**config.mk**
```make
export PLATFORM = sky130hd
export DESIGN_NAME = pps_gen
export DESIGN_NICKNAME = d
export VERILOG_FILES = /design/src/rtl/pps_gen.sv
export SDC_FILE = /design/constraint.sdc
export NUM_CORES = 1
export LEC_CHECK = 0
export ABC_AREA = 1
export CAP_MARGIN = 20
export CORE_ASPECT_RATIO = 0.9
export CORE_MARGIN = 10
export CORE_UTILIZATION = 60
export DETAILED_ROUTE_END_ITERATION = 10
export PLACE_DENSITY = 0.9
export SYNTH_ARGS = -nofsm -noshare
export SYNTH_HDL_FRONTEND = slang
export SYNTH_SLANG_ARGS = --single-unit
```
**constraint.sdc**
```tcl
create_clock -name aclk -period 2.92 [get_ports aclk]
set_input_delay 0.584 -clock aclk [delete_from_list [all_inputs] [get_ports aclk]]
set_output_delay 0.584 -clock aclk [all_outputs]
set_load 0.005 [all_outputs]
```
**src/rtl/pps_gen.sv**
```systemverilog
// pps_gen: decade-selectable pulse train (1 s .. 100 ns, 10 % duty) plus a one-cycle start-of-period strobe; PPS_SIM_FAST_EN shortens all periods for simulation.
// Latency: pps_out/pulse_out are registered, one cycle behind the period counter; first pulse appears one cycle after enable.
// Backpressure: none; free-running while pps_en_i is high, immediately idle (outputs low) when it drops.
module pps_gen #(
    parameter int unsigned CLK_FREQ_HZ = 100_000_000,
    parameter int unsigned CNT_W       = 32
) (
    input  logic       aclk,
    input  logic       aresetn,
    input  logic [2:0] pps_sel_i,
    input  logic       pps_en_i,
    output logic       pps_out,
    output logic       pulse_out
);

    typedef logic [CNT_W-1:0] cnt_t;

    // Period length in cycles for a given select; evaluated only at elaboration.
    function automatic longint unsigned period_cycles(input int unsigned sel);
        longint unsigned p;
        p = 64'(CLK_FREQ_HZ);
        for (int unsigned i = 0; i < sel; i++) begin
            p = p / 64'd10;
        end
`ifdef PPS_SIM_FAST_EN
        p = p / 64'd1000;
        if (p < 64'd10) begin
            p = 64'd10;
        end
`endif
        return p;
    endfunction

    // Terminal count (period - 1), so the wrap compare needs no runtime subtract.
    function automatic cnt_t last_of(input int unsigned sel);
        return cnt_t'(period_cycles(sel) - 64'd1);
    endfunction

    // High-phase length: pps_out is high while cnt is below this.
    function automatic cnt_t high_of(input int unsigned sel);
        return cnt_t'(period_cycles(sel) / 64'd10);
    endfunction

    localparam cnt_t LAST_TBL [8] = '{
        last_of(0), last_of(1), last_of(2), last_of(3),
        last_of(4), last_of(5), last_of(6), last_of(7)
    };

    localparam cnt_t HIGH_TBL [8] = '{
        high_of(0), high_of(1), high_of(2), high_of(3),
        high_of(4), high_of(5), high_of(6), high_of(7)
    };

    cnt_t       cnt;
    logic [2:0] sel_q;
    cnt_t       cnt_last;
    cnt_t       cnt_high;

    // Look up the active period's limits from the constant tables.
    always_comb begin
        cnt_last = LAST_TBL[sel_q];
        cnt_high = HIGH_TBL[sel_q];
    end

    // Period counter and registered outputs; select is only sampled at a period boundary or while idle.
    always_ff @(posedge aclk or negedge aresetn) begin
        if (!aresetn) begin
            cnt       <= '0;
            sel_q     <= 3'd0;
            pps_out   <= 1'b0;
            pulse_out <= 1'b0;
        end else if (!pps_en_i) begin
            cnt       <= '0;
            sel_q     <= pps_sel_i;
            pps_out   <= 1'b0;
            pulse_out <= 1'b0;
        end else begin
            pulse_out <= (cnt == '0);
            pps_out   <= (cnt < cnt_high);
            if (cnt == cnt_last) begin
                cnt   <= '0;
                sel_q <= pps_sel_i;
            end else begin
                cnt <= cnt + cnt_t'(1);
            end
        end
    end

endmodule

```
Yosys cells after proc, flatten, opt, wreduce, memory -nomap -nowiden. Memories as Yosys holds them, arrays and structs flattened. Cells that the tools add are included.

Bits in registers: 37. Latch bits: 0. RAM bits: 0. Bits in read-only memories: 512. Output and inout port bits: 2. Logic and storage cells: 23. Memories: 2.

Add/sub/neg operators: 1. Multiply operators: 0. Div/mod/pow operators: 0. $lt $le $gt $ge: 2. Eq/ne operators: 2. Shift operators: 0. Multiplexer cells: 10. Bitwise logic cells: 1. Reductions and logical operators: 1.

Memories: (no name shown) (words 8, width 32, read ports 1, clocked after Yosys merged registers in 0, write ports 0, line 62) `cnt_high = HIGH_TBL[sel_q];`; (no name shown) (words 8, width 32, read ports 1, clocked after Yosys merged registers in 0, write ports 0, line 61) `cnt_last = LAST_TBL[sel_q];`.

Operator list (number): 32-bit 2-to-1 mux (6); 32-bit by 1-bit adder with 32-bit output (second input constant) (1); 32-bit == test (1); 32-bit zero test (1); 32-bit less-than comparator (1); 3-bit 2-to-1 mux (2); 4-bit >= comparator (second input constant) (1); 3-bit inverter with 4-bit output (1); 1-bit 2-to-1 mux (2); 2-bit by 1-bit != test with 1-bit output (second input constant) (1).

Longest topological paths before layout. Gate-level depths: netlist of run 1.

Word-level depth: 7. Mapped depth: 14. Mapped depth without buffers: 14.

Least setup slack after synthesis of run 1. Ideal clock, no wire load.

Path kind: register to register. From: register sel_q[1]. To: register pps_out. Setup time: 0.121 ns. Arrival: 1.798 ns. Required time: 2.799 ns. Path slack: 1.001 ns. Stages on the path, launching flop included: 13. Buffers on the path: 0. Cell sequence: dfrtp_1 inv_1 ha_1 inv_1 nand2_1 o21ai_0 ha_1 nand2_1 o21a_1 nand2_1 nand2_1 nand2_1 a21oi_1.

Longest elaborated chain between the ends: 6.

RTL lines: start, declared (line 55) `logic [2:0] sel_q;`; start signal, assigned (line 74) `sel_q <= pps_sel_i;`; start signal, assigned (line 82) `sel_q <= pps_sel_i;`; 3-bit inverter with 4-bit output (implied by the code) (line 62); memory 8 x 32 bit; 32-bit 2-to-1 mux (implied by the code) (2 in a row) (line 62); 32-bit less-than comparator (line 79) `pps_out <= (cnt < cnt_high);`; 1-bit 2-to-1 mux (line 72) `end else if (!pps_en_i) begin`; end signal, assigned (line 79); end, declared (line 12) `output logic pps_out,`.

No other way between the ends. The select of a mux whose other input is x is not followed. A chain may end at the register's enable or synchronous reset.

Worst setup path after layout of run 1.
From: register sel_q[2]. To: register cnt[10].

Longest elaborated chain between the ends: 7.

RTL lines: 3-bit inverter with 4-bit output (implied by the code) (line 61); memory 8 x 32 bit; 32-bit 2-to-1 mux (implied by the code) (2 in a row) (line 61); 32-bit == test (line 80) `if (cnt == cnt_last) begin`; 32-bit 2-to-1 mux (line 80); 32-bit 2-to-1 mux (line 72); end signal, assigned (line 84) `cnt <= cnt + cnt_t'(1);`; end, declared (line 54) `cnt_t cnt;`.

No other way between the ends. The select of a mux whose other input is x is not followed.

==> results of run 1 <==
[flip-flops by register name (all words and copies together), names as in the netlist]
signal     cells
cnt           32
pps_out        1
pulse_out      1
sel_q          3
[metrics by stage]
step / setup slack (ns) / utilization [%] / cells / area, um2 / total power [mW]
finish: 0.533 / 64.4 / 543 / 3340 / 1.13
global route: 0.287 / 64.4 / 543 / 3340 / 1.19
CTS: 0.557 / 64.4 / 543 / 3340 / 1.13
detailed placement: 0.564 / 62.7 / 536 / 3260 / 0.765
global placement: 0.598 / 62.7 / 536 / 3260 / 0.763
floorplan: 1.00 / - / 468 / 3170 / 0.710
[final timing paths]
kind                                from       to  slack, ns  cells after the start
worst min register to register   cnt[31]  cnt[31]       0.54                      2
max in group asynchronous        aresetn  cnt[12]       2.03                      1
min in group aclk                cnt[31]  cnt[31]       0.54                      2
worst min-delay path             aresetn  cnt[15]       0.38                      1
worst max-delay path            sel_q[2]  cnt[10]       0.53                     11
worst max register to register  sel_q[2]  cnt[10]       0.53                     11
[cell usage after synthesis (2+ instances only)]
cell | number | area, um2
nand2_2 | 2 | 12.5
inv_1 | 52 | 195
o21ai_1 | 3 | 15.0
xnor2_1 | 3 | 26.3
xor2_1 | 25 | 219
nand3b_1 | 2 | 15.0
nor3_1 | 15 | 75.1
nor4_1 | 3 | 18.8
nand2_1 | 138 | 518
ha_1 | 30 | 375
buf_6 | 5 | 56.3
dfrtp_1 | 37 | 926
nand4_1 | 7 | 43.8
a21oi_1 | 10 | 50.1
nor2_1 | 76 | 285
nor2_2 | 2 | 12.5
o21ai_0 | 11 | 55.1
nand3_1 | 36 | 180
or2_0 | 2 | 12.5
[power groups by stage]
stage / Sequential (mW) / Clock, mW / Combinational, mW
2_1_floorplan: 0.540 / 0 / 0.170
4_1_cts: 0.542 / 0.370 / 0.215
3_5_place_dp: 0.552 / 0 / 0.213
6_report: 0.543 / 0.371 / 0.216
5_1_grt: 0.545 / 0.394 / 0.250
3_3_place_gp: 0.552 / 0 / 0.211
[cells by family (layout without fill, tap and decap cells)]
kind of cell	count (synthesis)	in the layout	share of synthesized area, %
and+or+nand+nor	288	288	38.8
buffers and inverters	60	68	8.41
DFF	37	37	29.2
adders and majority gates	30	30	11.8
xor gates and xnor gates	28	28	7.74
AOI/OAI and AO/OA	25	25	4.03
[layout make-up]
cell class / instances / area [um2] / area share (%)
inverter: 54 / 205 / 6.14
tap: 67 / 83.8 / 2.51
clock buffer: 7 / 86.3 / 2.58
timing repair buffer: 7 / 65.1 / 1.95
sequential: 37 / 926 / 27.7
multi-input combinational: 371 / 1980 / 59.1
[per-layer routing]
| metal | GRT usage (%) | up-vias | part of all wire (%) |
|---|---|---|---|
| met4 | 7.23 | 0 | 2.7 |
| met2 | 33.5 | 135 | 45 |
| li1 | - | 1493 | - |
| met5 | 0 | - | 0 |
| met1 | 27.2 | 1436 | 45 |
| met3 | 2.94 | 24 | 7.1 |
[worst max-delay path, stage by stage, from the launching register on]
cell and delay, ns:
dfrtp_1 0.89, inv_4 0.18, nand2_1 0.24, nand2_1 0.08, nand2_1 0.07, nand2_1 0.05, nor2_1 0.08, nand2_1 0.06
nor2_1 0.12, nand2_2 0.12, nand2_4 0.25, nor2_1 0.09
[cell usage in the layout, fill, tap and decap left out, types with 2 or more instances in the layout]
cell type,n
nand2_1,138
nor2_1,76
inv_1,52
dfrtp_1,37
nand3_1,36
ha_1,30
xor2_1,25
nor3_1,15
o21ai_0,11
a21oi_1,10
nand4_1,7
clkbuf_8,6
clkdlybuf4s50_1,6
o21ai_1,3
xnor2_1,3
nor4_1,3
or2_0,2
nand3b_1,2
nand2_2,2
nor2_2,2
==> out/qor.txt, run 1 <==
Status: finished clean
GRT overflow: 0
Final hold violations: 0
Switching power: 344 uW
Total I/O pin count: 8
Max Cap Viol: 0
First-pass GRT wire length: 14.4 mm
Tcrit/Tclk final: 81.8%
Comb power frac: 19.1%
DR iter-0 viols: 381
Min cycle time layout: 2.39 ns
Initial Utilization: 61.0%
Fin Hold WS: 0.377 ns
Post-CTS sizing: 0
Setup bufs post-CTS: 0
Slew @ Worst Pin: 0.832 ns
Skew final: 0.00456 ns
Layout cell share with drive strength beyond 1: 3.57%
Main synth FF type: dfrtp_1
Critical path launch point type: flip-flop
Vias per cell: 5.69
Mapped Area: 3170 um2
Design internal power: 786 uW
Seq cells post-synth: 37
Std cell rows: 25
Ys Warns: 0
Worst-path fanout max: 27
Ant diodes: 0
Vias after detailed routing: 3088
Seq/Total Area, Yosys: 29.2%
Clock slew at reported path FFs: 0.07 ns
CTS H-tree lvls: 2
Final HPWL from detailed placement: 6.79 mm
Cells after Synth: 468
# nets final: 512
P per Cell Area: 338 nW/um2
Clock power share: 32.9%
Fill cell count: 475
Core Footprint: 5190 um2
Part of the power in registers: 48.0%
Synth Net Count: 504
RSZ-0062 raised after global routing: false
Number of buffers added on ports: 7
Number of CTS-inserted buffers: 5
Max Freq: 0.419 GHz
GRT Total Usage: 20.5%
DRC viols: 0
GP Congestion: 0.948
Die Width: 96.6 um
CTS tree: done
Sw Ratio: 30.5%
Post-synthesis average cell area: 6.77 um2
CP endpoint kind: flip-flop
Maximum VDD drop: 272 uV
Setup tns final: 0 ns
Die area: 8590 um2
Unique masters post-synth: 28
Syn-to-layout area delta: 5.49%
Largest net degree at the start of global routing: 38
Pins over their slew limit: 0
Initial antenna violation count: 0
Wirelength per Cell: 15.9 um
Crit Path Category: flip-flop to flip-flop
Root buffer cell: clkbuf_8
Leak: 1.61 nW
Hold/Removal Path Class: primary input to asynchronous set/reset pin
Clock Latency Late Sink: 0.30 ns
Cts hold-fix bufs: 0
Asr flop ratio synth: 100%
Final setup violation count: 0
Max-Slew Margin vs Limit: 44.5%
Vias in the first global route: 2893
Count of flip-flops with a built-in enable after synthesis: 0
Pre-Repair DR Iteration Count: 5
WL final: 8.64 mm
CTS Sinks: 37
Die height: 89.0 um
ANT nets after route: 0
CTS max path bufs: 2
CP required: 3.09 ns
Crit path arrival time: 2.56 ns
No activity file was read; power rests on OpenSTA's default activity.
==> inputs of run 2 (changes only) <==
- CORE_UTILIZATION: 60 -> 57
- PLACE_DENSITY: 0.9 -> 0.89
- clock period: 2.92 -> 2.05 ns (I/O delays scaled with it)
==> out/qor.txt, run 2 (same netlist as run 1, synthesis figures left out) <==
Root buffer cell: clkbuf_8
Final Non-Filler Cells: 564
Final hold violations: 0
Crit-path most repeated cell: nand2_1
Vias in the first global route: 3061
Clock power share: 29.9%
Layout cell share with drive strength beyond 1: 11.5%
Clock slew at reported path FFs: 0.08 ns
CTS tree: done
Max-Slew Margin vs Limit: 66.8%
CP max stage delay: 0.41 ns
Leak: 1.74 nW
DRC viols: 0
Grt peak-use layer: met2
Crit Path Category: flip-flop to flip-flop
Top reg by flops: cnt
Switching power: 554 uW
# nets final: 532
Max Cap Viol: 0
Pre-CTS setup slack: 0.0401 ns
Top Registers: cnt (32), sel_q (3)
Initial Utilization: 59.6%
Vias after detailed routing: 3198
Worst setup endpoint: cnt[6]
Fin Hold WS: 0.161 ns
Syn-to-layout area delta: 16.1%
CP startpoint: sel_q[1]
GRT Total Usage: 20.8%
Reg2reg end: cnt[6]
ANT nets after route: 0
Core Footprint: 5320 um2
Critical path launch point type: flip-flop
M1 GR Usage: 27.6%
GP Congestion: 0.981
Most common cell after layout, fill and taps aside: nand2_1
CP endpoint kind: flip-flop
Vias per cell: 5.67
Die area: 8950 um2
Pins over their slew limit: 0
CTS max path bufs: 2
Critical-path cell list: inv_2 -> buf_4 -> nand2_1 -> nand2_1 -> nand2_1 -> nor2_1 -> nand3_1 -> nor2_2 -> nand2_2 -> nand2_4 -> clkbuf_16 -> nor2_1
Hold/Removal Path Class: primary input to asynchronous set/reset pin
Fill cell count: 472
Wirelength per Cell: 16.8 um
Std cell rows: 25
CTS H-tree lvls: 2
Cell count after placement: 554
Pre-Repair DR Iteration Count: 7
Max Freq: 0.508 GHz
Largest register FFs: 32
Final setup violation count: 0
P per Cell Area: 466 nW/um2
Final HPWL from detailed placement: 7.42 mm
CTS Sinks: 37
Die height: 90.7 um
Skew final: 0.0154 ns
Tcrit/Tclk final: 96.1%
FF+latch area: 927 um2
Worst-path fanout max: 6
Comb power frac: 25.7%
Min cycle time layout: 1.97 ns
Total I/O pin count: 8
Clock Latency Late Sink: 0.30 ns
DR iter-0 viols: 299
Die Width: 98.6 um
Slowest stage cell, crit path: dfrtp_1
GRT met2 Usage: 32.4%
WL final: 9.50 mm
Number of CTS-inserted buffers: 5
GRT overflow: 0
Most frequent cells in the layout: 133 x nand2_1, 73 x nor2_1, 49 x inv_1
First-pass GRT wire length: 15.3 mm
Status: finished clean
Ant diodes: 0
Reg2reg start: sel_q[1]
Sw Ratio: 32.3%
Met3 usage: 5.13%
Worst reg2reg path depth: 12
Part of the power in registers: 44.3%
R2r setup slk: 0.08 ns
Util after Layout: 69.2%
Setup tns final: 0 ns
Setup WS post-layout: 0.0803 ns
Number of buffers added on ports: 7
Cts hold-fix bufs: 0
CP required: 2.23 ns
Maximum VDD drop: 427 uV
Area of the multi-input gates: 2070 um2
Crit path arrival time: 2.15 ns
Largest net degree at the start of global routing: 38
RSZ-0062 raised after global routing: true
Initial antenna violation count: 0
Slew @ Worst Pin: 0.498 ns
Design internal power: 1.16 mW
==> run 2: cell count changes in the layout (fill, tap and decap cells not counted), moves of 3 or more <==
cell	change
buf_4	+12
ha_1	-5
ha_4	+5
nand2_1	-5
nand2_2	+5
buf_12	+3
buf_6	+3
inv_1	-3
inv_2	+3
nor2_1	-3
o21ai_0	-3
==> run 2: power by group through the flow <==
stage	logic (mW)	registers [mW]	clock network, mW
detailed placement	0.375	0.773	0
CTS	0.379	0.758	0.523
finish	0.441	0.759	0.513
floorplan	0.242	0.770	0
global route	0.486	0.761	0.547
global placement	0.365	0.771	0
==> run 2: how the worst min path moves through the flow <==
stage / startpoint / end / slack, ns
after CTS: aresetn / cnt[28] / 0.17
final: aresetn / cnt[1] / 0.16
after global placement: aresetn / cnt[1] / 0.48
after detailed placement: aresetn / cnt[1] / 0.49
after global routing: aresetn / cnt[31] / 0.18
after floorplan: aresetn / cnt[0] / 0.11
==> run 2: per-stage QoR <==
stage / power [mW] / instance area [um2]
2_1_floorplan: 1.01 / 3170
3_3_place_gp: 1.14 / 3430
3_5_place_dp: 1.15 / 3430
4_1_cts: 1.66 / 3520
5_1_grt: 1.79 / 3680
6_report: 1.71 / 3680
==> run 2: repair_timing <==
action                                  in CTS  in global routing
gates resized for setup                      0                 32
setup buffers                                0                  1
endpoints found under the setup margin       0                 28
==> run 2: metal layers <==
| metal | wire length [um] | vias to the layer above |
|---|---|---|
| li1 | - | 1536 |
| met1 | 4320 | 1494 |
| met2 | 4230 | 146 |
| met3 | 787 | 22 |
| met4 | 161 | 0 |
| met5 | 0 | - |
==> run 2: layout make-up <==
cell class	instances	area share (%)
Multi-Input combinational cell	371	56.4
Clock inverter	2	0.408
Clock buffer	6	1.97
Inverter	54	5.65
Tap cell	67	2.28
Sequential cell	37	25.2
Timing Repair Buffer	27	8.13
==> run 2: worst max-delay path: cells and delay by family, from the launching register on <==
| family | cells | cell delay [ns] |
|---|---|---|
| buf+inv | 3 | 0.47 |
| simple gates | 9 | 0.97 |
| flops | 1 | 0.41 |
